### src/rtl/spi_arb_if.sv
// Bus bundle between the two requesters, the arbiter and the shared SPI engine.
// The arbiter takes the slave view; requesters and engine together form the master view.
interface spi_arb_if;
    localparam int unsigned DATA_W = 16;

    logic              req0;
    logic [DATA_W-1:0] cmd0;
    logic              req1;
    logic [DATA_W-1:0] cmd1;
    logic              eng_wrt;
    logic [DATA_W-1:0] eng_wt_data;
    logic              eng_done;
    logic [DATA_W-1:0] eng_rd_data;
    logic              sel;
    logic              rdy0;
    logic              rdy1;
    logic [DATA_W-1:0] rsp;
    logic              tmo;

    modport slave (
        input  req0, cmd0, req1, cmd1, eng_done, eng_rd_data,
        output eng_wrt, eng_wt_data, sel, rdy0, rdy1, rsp, tmo
    );

    modport master (
        output req0, cmd0, req1, cmd1, eng_done, eng_rd_data,
        input  eng_wrt, eng_wt_data, sel, rdy0, rdy1, rsp, tmo
    );
endinterface

### src/rtl/spi_arb.sv
// Round-robin arbiter/sequencer sharing one SPI engine between the gyro (0) and A2D (1),
// with an SS_n idle gap after every transaction and a done-timeout watchdog.
module spi_arb #(
    parameter int unsigned GAP_CYC = 8,
    parameter int unsigned TIMEOUT = 1024
) (
    input  logic     clk,
    input  logic     rst,
    spi_arb_if.slave bus
);
    localparam int unsigned DATA_W  = 16;
    localparam int unsigned CNT_MAX = (TIMEOUT > GAP_CYC) ? TIMEOUT : GAP_CYC;
    localparam int unsigned CNT_W   = $clog2(CNT_MAX + 1);

    typedef enum logic [2:0] {IDLE, ISSUE, BUSY, RESP, GAP} state_t;

    state_t            state, state_n;
    logic [CNT_W-1:0]  cnt, cnt_n;
    logic              last_gnt, last_gnt_n;
    logic              sel_q, sel_n;
    logic [DATA_W-1:0] wt_q, wt_n;
    logic              wrt_q, wrt_n;
    logic              rdy0_q, rdy0_n;
    logic              rdy1_q, rdy1_n;
    logic [DATA_W-1:0] rsp_q, rsp_n;
    logic              tmo_q, tmo_n;
    logic              gnt;

    // State and registered outputs
    always_ff @(posedge clk) begin
        if (rst) begin
            state    <= IDLE;
            cnt      <= '0;
            last_gnt <= 1'b1;
            sel_q    <= 1'b0;
            wt_q     <= '0;
            wrt_q    <= 1'b0;
            rdy0_q   <= 1'b0;
            rdy1_q   <= 1'b0;
            rsp_q    <= '0;
            tmo_q    <= 1'b0;
        end else begin
            state    <= state_n;
            cnt      <= cnt_n;
            last_gnt <= last_gnt_n;
            sel_q    <= sel_n;
            wt_q     <= wt_n;
            wrt_q    <= wrt_n;
            rdy0_q   <= rdy0_n;
            rdy1_q   <= rdy1_n;
            rsp_q    <= rsp_n;
            tmo_q    <= tmo_n;
        end
    end

    // Next state and next values of the output registers
    always_comb begin
        state_n    = state;
        cnt_n      = cnt;
        last_gnt_n = last_gnt;
        sel_n      = sel_q;
        wt_n       = wt_q;
        wrt_n      = 1'b0;
        rdy0_n     = 1'b0;
        rdy1_n     = 1'b0;
        rsp_n      = rsp_q;
        tmo_n      = 1'b0;
        gnt        = 1'b0;

        case (state)
            IDLE: begin
                if (bus.req0 || bus.req1) begin
                    // On a tie the requester that did not win last time gets the engine
                    gnt        = (bus.req0 && bus.req1) ? ~last_gnt : bus.req1;
                    sel_n      = gnt;
                    last_gnt_n = gnt;
                    wt_n       = gnt ? bus.cmd1 : bus.cmd0;
                    wrt_n      = 1'b1;
                    state_n    = ISSUE;
                end
            end
            ISSUE: begin
                cnt_n   = '0;
                state_n = BUSY;
            end
            BUSY: begin
                // A done on the final watchdog cycle still delivers real data
                if (bus.eng_done) begin
                    rsp_n   = bus.eng_rd_data;
                    rdy0_n  = ~sel_q;
                    rdy1_n  = sel_q;
                    state_n = RESP;
                end else if (cnt == CNT_W'(TIMEOUT - 1)) begin
                    rsp_n   = {DATA_W{1'b1}};
                    tmo_n   = 1'b1;
                    rdy0_n  = ~sel_q;
                    rdy1_n  = sel_q;
                    state_n = RESP;
                end else begin
                    cnt_n = cnt + CNT_W'(1);
                end
            end
            RESP: begin
                cnt_n   = '0;
                state_n = GAP;
            end
            GAP: begin
                if (cnt == CNT_W'(GAP_CYC - 1)) begin
                    state_n = IDLE;
                end else begin
                    cnt_n = cnt + CNT_W'(1);
                end
            end
            default: state_n = IDLE;
        endcase
    end

    assign bus.eng_wrt     = wrt_q;
    assign bus.eng_wt_data = wt_q;
    assign bus.sel         = sel_q;
    assign bus.rdy0        = rdy0_q;
    assign bus.rdy1        = rdy1_q;
    assign bus.rsp         = rsp_q;
    assign bus.tmo         = tmo_q;
endmodule

### src/flat_wrapper.sv
// flat-port wrapper written by rule: the top's interface ports become plain ports
module spi_arb_flat 
#(
    parameter int unsigned GAP_CYC = 8,
    parameter int unsigned TIMEOUT = 1024
)
  (clk, rst, bus_req0, bus_cmd0, bus_req1, bus_cmd1, bus_eng_done, bus_eng_rd_data, bus_eng_wrt, bus_eng_wt_data, bus_sel, bus_rdy0, bus_rdy1, bus_rsp, bus_tmo);
  spi_arb_if bus_i ();
  input  logic clk;
  input  logic rst;
  input wire logic [$bits(bus_i.req0)-1:0] bus_req0;
  input wire logic [$bits(bus_i.cmd0)-1:0] bus_cmd0;
  input wire logic [$bits(bus_i.req1)-1:0] bus_req1;
  input wire logic [$bits(bus_i.cmd1)-1:0] bus_cmd1;
  input wire logic [$bits(bus_i.eng_done)-1:0] bus_eng_done;
  input wire logic [$bits(bus_i.eng_rd_data)-1:0] bus_eng_rd_data;
  output wire logic [$bits(bus_i.eng_wrt)-1:0] bus_eng_wrt;
  output wire logic [$bits(bus_i.eng_wt_data)-1:0] bus_eng_wt_data;
  output wire logic [$bits(bus_i.sel)-1:0] bus_sel;
  output wire logic [$bits(bus_i.rdy0)-1:0] bus_rdy0;
  output wire logic [$bits(bus_i.rdy1)-1:0] bus_rdy1;
  output wire logic [$bits(bus_i.rsp)-1:0] bus_rsp;
  output wire logic [$bits(bus_i.tmo)-1:0] bus_tmo;
  assign bus_i.req0 = bus_req0;
  assign bus_i.cmd0 = bus_cmd0;
  assign bus_i.req1 = bus_req1;
  assign bus_i.cmd1 = bus_cmd1;
  assign bus_i.eng_done = bus_eng_done;
  assign bus_i.eng_rd_data = bus_eng_rd_data;
  assign bus_eng_wrt = bus_i.eng_wrt;
  assign bus_eng_wt_data = bus_i.eng_wt_data;
  assign bus_sel = bus_i.sel;
  assign bus_rdy0 = bus_i.rdy0;
  assign bus_rdy1 = bus_i.rdy1;
  assign bus_rsp = bus_i.rsp;
  assign bus_tmo = bus_i.tmo;
  spi_arb #(.GAP_CYC(GAP_CYC), .TIMEOUT(TIMEOUT)) u_core (.clk(clk), .rst(rst), .bus(bus_i));
endmodule
### config.mk
export PLATFORM = sky130hd
export DESIGN_NAME = spi_arb_flat
export DESIGN_NICKNAME = d
export VERILOG_FILES = /design/src/rtl/spi_arb_if.sv /design/src/rtl/spi_arb.sv /design/src/flat_wrapper.sv
export SDC_FILE = /design/constraint.sdc
export NUM_CORES = 1
export LEC_CHECK = 0
export CAP_MARGIN = 30
export CORE_MARGIN = 2
export CORE_UTILIZATION = 43
export CTS_CLUSTER_SIZE = 12
export DETAILED_ROUTE_END_ITERATION = 10
export GPL_ROUTABILITY_DRIVEN = 0
export PLACE_DENSITY_LB_ADDON = 0.1
export SLEW_MARGIN = 5
export SYNTH_ARGS = -nofsm -noshare
export SYNTH_HDL_FRONTEND = slang
export SYNTH_SLANG_ARGS = --single-unit
### constraint.sdc
create_clock -name clk -period 2.13 [get_ports clk]
set_input_delay 0.213 -clock clk [delete_from_list [all_inputs] [get_ports clk]]
set_output_delay 0.213 -clock clk [all_outputs]
set_load 0.005 [all_outputs]
==> flow_summary.ini, run 1 <==
[worst_setup_path]
r2r_cells = 7
reg2reg_slack_ns = 0.21
criticalPathCategory = reg -> reg
crit_chain = ha_1 -> and3_1 -> nand4_1 -> o211ai_2 -> buf_12 -> or4_1 -> a21oi_1
r2r_start = u_core.cnt[1]$_SDFFE_PP0P_
cp_max_fo = 22
worst_setup_path_start_kind = register
slowest_stage = or4_1
cp-end-kind = register
arrival_ns = 2.15
max_stage_delay_ns = 0.49
worstPathRequired_ns = 2.36
r2r_end = u_core.cnt[5]$_SDFFE_PP0P_

[clocking]
path_clk_slew_ns = 0.09
cts_tree = built
clk_path_buf_depth = 2
cts_made_buffers = 5
htreeDepth = 2
cts_setup_buffers = 0
clockRootBuffer = clkbuf_8
cts-resized-gates = 0
cts_hold_buf = 0
cts.sinks = 52
worstSkewPairLatency_ns = 0.30

[global_routing]
grt_max_degree = 45
grt_usage_pct = 18.5
overflow = 0
antenna_found_initial = 0
grt_first_pass_wirelength_um = 8940
grt_pass1_vias = 1993

[sta]
final_max_slew_viol_count = 0
finClkSkew_ns = 0.00215
hold_viol = 0
clock.fmax_ghz = 0.521
setup_viol = 0
fin_crit_ns = 1.92
fin_tns_setup_ns = 0
grt_setup_unrepaired = no
final.period_utilization_pct = 90.1
slew_headroom_pct = 43.1
worst_pin_slew_ns = 0.854

[yosys]
synth_seq_cells = 52
ys.flop_type = dfxtp_1
yosysSeqAreaShare_pct = 45.9
ys_warn_count = 0
synthSimpleGateAreaFrac_pct = 25.6
synthDistinctLibCells = 44
synth_top_family_by_area = simple AND/OR/NAND/NOR gates
synth-adder-area-share_pct = 0.551
synth_edf_count = 0
yosys-top-cells-count = nor2_1 (54), dfxtp_1 (52), nor3_1 (19)
yosys.area.top_type = dfxtp_1
synthCells = 263
syn_area_um2 = 2270
synth_top_cell_area_share_pct = 45.9
syn-num-nets = 317
synth_compound_area_share_pct = 15.4
synth.area.mux_share_pct = 7.06
yosys-top-cells-area = dfxtp_1 (46%), nor2_1 (8.9%), mux2i_1 (7.1%), a211oi_1 (5.6%), nor3_1 (4.2%)
syn_avg_cell_area_um2 = 8.63
synthMostInstantiatedCell = nor2_1
synthArstFlopShare_pct = 0
synthXorXnorAreaFrac_pct = 0.386

[min_path]
hold_path_class = reg -> reg
holdPathStages = 1
min_from = u_core.bus.sel$_SDFFE_PP0P_
hold_end = u_core.bus.rdy0$_SDFF_PP0_

[power_and_ir_drop]
ir_worst_vdd_uv = 534
pwr_density_cell_nw_per_um2 = 1020
p_leak_nw = 1.23
p_total_w = 0.00344

[finish]
final_nets = 405
syn_to_final_growth_pct = 48.6
diodes = 0
drive_gt1_share_pct = 8.81

[floorplanning]
start_util_pct = 44.4
dieWidth_um = 76.7
die_h_um = 76.7
die_area_um2 = 5880
ios = 90
placementRows = 26
core_area_um2 = 5110

[detailed_routing]
wl_per_cell_um = 12.5
post-route-drc-count = 0
firstDrtPassIters = 4
postRouteAntennaNets = 0
wirelength_um = 5270
drt_iter0_drc = 104
num_vias = 2160
vias_per_cell = 5.12

[placement]
dpl.hpwl_um = 3770
port_buffers = 89

[run_status]
status = finished, final reports clean

[flow_run]
maxCapViolCount = 0
==> logic make-up (layout without fill, tap and decap cells) <==
logic type                 Yosys count  count (layout)
xor gates and xnor gates             1               1
and+or+nand+nor                    117             117
muxes                               16              16
DFF                                 52              52
AOI/OAI and AO/OA                   53              53
buffers and inverters               23             112
adders and majority gates            1               1
==> how the worst max path moves through the flow <==
stage / to / slack (ns) / cells after the start / startpoint
2_1_floorplan: u_core.cnt[2]$_SDFFE_PP0P_ / 0.18 / 8 / u_core.cnt[0]$_SDFFE_PP0P_
3_3_place_gp: u_core.cnt[3]$_SDFFE_PP0P_ / 0.14 / 7 / bus_eng_done
3_5_place_dp: u_core.cnt[5]$_SDFFE_PP0P_ / 0.11 / 7 / bus_eng_done
4_1_cts: u_core.cnt[5]$_SDFFE_PP0P_ / 0.21 / 7 / u_core.cnt[1]$_SDFFE_PP0P_
5_1_grt: u_core.cnt[7]$_SDFFE_PP0P_ / 0.08 / 7 / u_core.cnt[1]$_SDFFE_PP0P_
6_report: u_core.cnt[5]$_SDFFE_PP0P_ / 0.21 / 7 / u_core.cnt[1]$_SDFFE_PP0P_
==> layout by cell type, fill, tap and decap left out, drive strengths merged, types with 2 or more instances in the layout <==
| cell type | synthesis | final |
|---|---|---|
| a211oi | 17 | 17 |
| a21oi | 15 | 15 |
| a31oi | 4 | 4 |
| and4 | 2 | 2 |
| buf | 9 | 15 |
| clkbuf | 13 | 6 |
| clkdlybuf4s50 | 0 | 88 |
| dfxtp | 52 | 52 |
| mux2i | 16 | 16 |
| nand2 | 9 | 9 |
| nand3 | 5 | 5 |
| nand4 | 2 | 2 |
| nor2 | 54 | 54 |
| nor2b | 3 | 3 |
| nor3 | 19 | 19 |
| nor3b | 2 | 2 |
| nor4 | 2 | 2 |
| o21ai | 11 | 11 |
| or3 | 2 | 2 |
| or4 | 8 | 8 |
| or4b | 2 | 2 |
==> routing by layer <==
| metal | track usage, % | vias up | wire, µm |
|---|---|---|---|
| li1 | - | 1114 | - |
| met1 | 21.8 | 962 | 2330 |
| met2 | 30.8 | 76 | 2390 |
| met3 | 6.24 | 8 | 465 |
| met4 | 7.64 | 0 | 85 |
| met5 | 0 | - | 0 |
==> power by group <==
group	switching, W	leakage (nW)	total (W)	internal (W)
logic	0.000652	0.752	0.00144	0.000787
clock network	0.000313	0.0552	0.000662	0.000349
registers	0.000141	0.425	0.00134	0.00120
==> registers in the layout (all words and copies together) (netlist names) <==
register                count
u_core.bus.rdy1             1
u_core.bus.eng_wt_data     16
u_core.cnt                 11
u_core.bus.rdy0             1
u_core.bus.eng_wrt          1
u_core.last_gnt             1
u_core.bus.tmo              1
u_core.bus.rsp             16
u_core.bus.sel              1
u_core.state                3
==> stage by stage <==
stage               util (%)  hold WS (ns)  cell area (µm²)  setup slack, ns  std cells
finish                  66.0         0.480             3370            0.210        422
global route            66.0         0.484             3370           0.0817        422
CTS                     66.0         0.481             3370            0.206        422
detailed placement      63.9         0.472             3260            0.114        414
global placement        63.9         0.476             3260            0.140        414
floorplan                  -         0.384             2270            0.177        263
==> area by class of cell <==
| cell class | count | area [µm²] |
|---|---|---|
| clock inverters | 2 | 35.0 |
| fillers | 458 | 1740 |
| multi-input cells | 188 | 1120 |
| flip-flops and latches | 52 | 1040 |
| repair buffers | 103 | 1020 |
| clock buffers | 6 | 72.6 |
| well taps | 70 | 87.6 |
| inverters | 1 | 3.75 |
==> critical path, delay by kind of cell (launching register included) <==
family	cells	cell delay, ns
fa+ha+maj	1	0.24
flops	1	0.36
compound gates	2	0.27
simple gates	3	0.81
buf+inv	1	0.17
No activity file was read; power rests on OpenSTA's default activity.
==> run 2: changes to the inputs <==
--- a/config.mk
+++ b/config.mk
@@ -7,9 +7,10 @@
 export LEC_CHECK = 0
 export CAP_MARGIN = 30
 export CORE_MARGIN = 2
-export CORE_UTILIZATION = 43
+export CORE_UTILIZATION = 60
 export CTS_CLUSTER_SIZE = 12
 export DETAILED_ROUTE_END_ITERATION = 10
+export DONT_BUFFER_PORTS = 1
 export GPL_ROUTABILITY_DRIVEN = 0
 export PLACE_DENSITY_LB_ADDON = 0.1
 export SLEW_MARGIN = 5
==> run 2 against run 1 <==
Effect of this change: register-to-register slack about the same; maximum frequency about the same; die area decreased by 27%; power decreased by 17%; utilization increased by 0.49 points; routed wire length decreased by 15%; highest routed layer unchanged.
==> flow_summary.ini, run 2 (synthesized netlist as in run 1, its figures left out) <==
[placement]
port_buffers = 0
placed_cell_area_um2 = 2310
dpl.hpwl_um = 3130
place_ws_ns = 0.229

[sta]
final_max_slew_viol_count = 0
slew_headroom_pct = 80.4
setup_viol = 0
fin_crit_ns = 1.92
finClkSkew_ns = 0.00678
hold_viol = 0
grt_setup_unrepaired = no
clock.fmax_ghz = 0.521
fin_tns_setup_ns = 0
setup_ws_ns = 0.211
worst_pin_slew_ns = 0.290
final.period_utilization_pct = 90.1

[flow_run]
maxCapViolCount = 0

[clocking]
clockRootBuffer = clkbuf_8
htreeDepth = 2
cts-resized-gates = 0
cts_setup_buffers = 0
clk_path_buf_depth = 2
cts_made_buffers = 5
path_clk_slew_ns = 0.09
worstSkewPairLatency_ns = 0.30
cts.sinks = 52
cts_tree = built

[global_routing]
antenna_found_initial = 0
grt_pass1_vias = 1545
use_met3_pct = 7.36
grt_usage_pct = 20.9
overflow = 0
grt_max_degree = 48
grt_first_pass_wirelength_um = 7000
gr-usage-met1_pct = 24.6
globalRouteMet2Util_pct = 36.0
busiest_layer = met2

[finish]
final_nets = 316
fillCellCount = 325
design_area_um2 = 2430
drive_gt1_share_pct = 11.0
final_util_pct = 66.5
syn_to_final_growth_pct = 7.28
diodes = 0
final_common_cell = nor2_1
most-common-layout-cells = nor2_1 (54), dfxtp_1 (52), nor3_1 (19)

[detailed_routing]
wl_per_cell_um = 14.5
wirelength_um = 4500
num_vias = 1840
drt_iter0_drc = 67
vias_per_cell = 5.92
post-route-drc-count = 0
firstDrtPassIters = 4
postRouteAntennaNets = 0

[floorplanning]
placementRows = 22
die_area_um2 = 4290
start_util_pct = 62.0
core_area_um2 = 3660
die_h_um = 65.5
dieWidth_um = 65.5
ios = 90

[worst_setup_path]
worstPathRequired_ns = 2.37
cp-end-kind = register
r2r_cells = 7
worst_setup_path_start_kind = register
arrival_ns = 2.16
reg2reg_slack_ns = 0.21
criticalPathCategory = reg -> reg
cp_max_fo = 14
crit_family = simple AND/OR/NAND/NOR gates
slowest_stage = or4_1
cp_num_buf_inv = 1
max_stage_delay_ns = 0.50
r2r_start = u_core.cnt[0]$_SDFFE_PP0P_
cp_num_cells = 7
crit_chain = ha_1 -> and3_1 -> nand4_1 -> o211ai_2 -> buf_4 -> or4_1 -> a21oi_1
r2r_end = u_core.cnt[5]$_SDFFE_PP0P_

[power_and_ir_drop]
ir_worst_vdd_uv = 649
p_total_w = 0.00287
switching_share_pct = 35.4
power_frac_clock_pct = 19.8
sequentialPowerShare_pct = 48.8
p_leak_nw = 0.881
combPwrFrac_pct = 31.3
pwr_density_cell_nw_per_um2 = 1180
p_int_w = 0.00185
switchingPower_w = 0.00102

[min_path]
hold_path_class = in -> reg
min_from = bus_eng_rd_data[5]
hold_end = u_core.bus.rsp[5]$_SDFFE_PP0P_
holdPathStages = 2

[run_status]
status = finished, final reports clean
-- run 2: changes by cell type in the layout (fill, tap and decap cells not counted), sizes merged --
| cell | previous run | this run |
|---|---|---|
| buf | 15 | 13 |
| bufinv | 1 | 0 |
| clkbuf | 6 | 7 |
| clkdlybuf4s50 | 88 | 0 |
| clkinv | 1 | 0 |
| clkinvlp | 0 | 1 |
| dlygate4sd3 | 0 | 1 |
-- run 2: layout make-up --
type	instances	area, µm²	share of cell area, %
inverter	1	3.75	0.154
clock inverter	1	7.51	0.308
timing repair buffer	14	120	4.93
clock buffer	7	86.3	3.55
sequential	52	1040	42.8
tap	48	60.1	2.47
multi-input combinational	188	1120	45.8
-- run 2: timing repair --
item                                    CTS  global route
hold buffers                              1             1
endpoints found under the setup margin    0             0
endpoints found under the hold margin    47             1
-- run 2: worst register-to-register path, cell delays in order (launching register included) --
cell	delay, ns
dfxtp_1	0.36
ha_1	0.25
and3_1	0.21
nand4_1	0.10
o211ai_2	0.10
buf_4	0.19
or4_1	0.50
a21oi_1	0.15
-- run 2: worst max path at each step --
stage	from	end	slack (ns)
3_5_place_dp	u_core.cnt[0]$_SDFFE_PP0P_	u_core.cnt[3]$_SDFFE_PP0P_	0.23
6_report	u_core.cnt[0]$_SDFFE_PP0P_	u_core.cnt[5]$_SDFFE_PP0P_	0.21
2_1_floorplan	u_core.cnt[0]$_SDFFE_PP0P_	u_core.cnt[2]$_SDFFE_PP0P_	0.18
5_1_grt	u_core.cnt[0]$_SDFFE_PP0P_	u_core.cnt[5]$_SDFFE_PP0P_	0.09
3_3_place_gp	u_core.cnt[0]$_SDFFE_PP0P_	u_core.cnt[3]$_SDFFE_PP0P_	0.29
4_1_cts	u_core.cnt[0]$_SDFFE_PP0P_	u_core.cnt[3]$_SDFFE_PP0P_	0.21
-- run 2: metal layers --
layer	share of wire, %	wire [µm]	vias to the layer above
li1	-	-	937
met1	43	1930	840
met2	49	2230	61
met3	7.1	320	2
met4	0.56	25	0
met5	0	0	-
-- run 2: stage by stage --
| stage | hold slack (ns) | std cells |
|---|---|---|
| after floorplan | 0.384 | 263 |
| after global placement | 0.283 | 301 |
| after detailed placement | 0.283 | 301 |
| after CTS | 0.0119 | 310 |
| after global routing | 0.0654 | 311 |
| final | 0.0778 | 311 |
-- run 2: power by group through the flow --
stage / combinational (W) / sequential, W / clock (W)
3_3_place_gp: 0.000868 / 0.00142 / 0
6_report: 0.000898 / 0.00140 / 0.000569
3_5_place_dp: 0.000888 / 0.00142 / 0
4_1_cts: 0.000907 / 0.00140 / 0.000583
5_1_grt: 0.00101 / 0.00143 / 0.000634
2_1_floorplan: 0.000803 / 0.00135 / 0
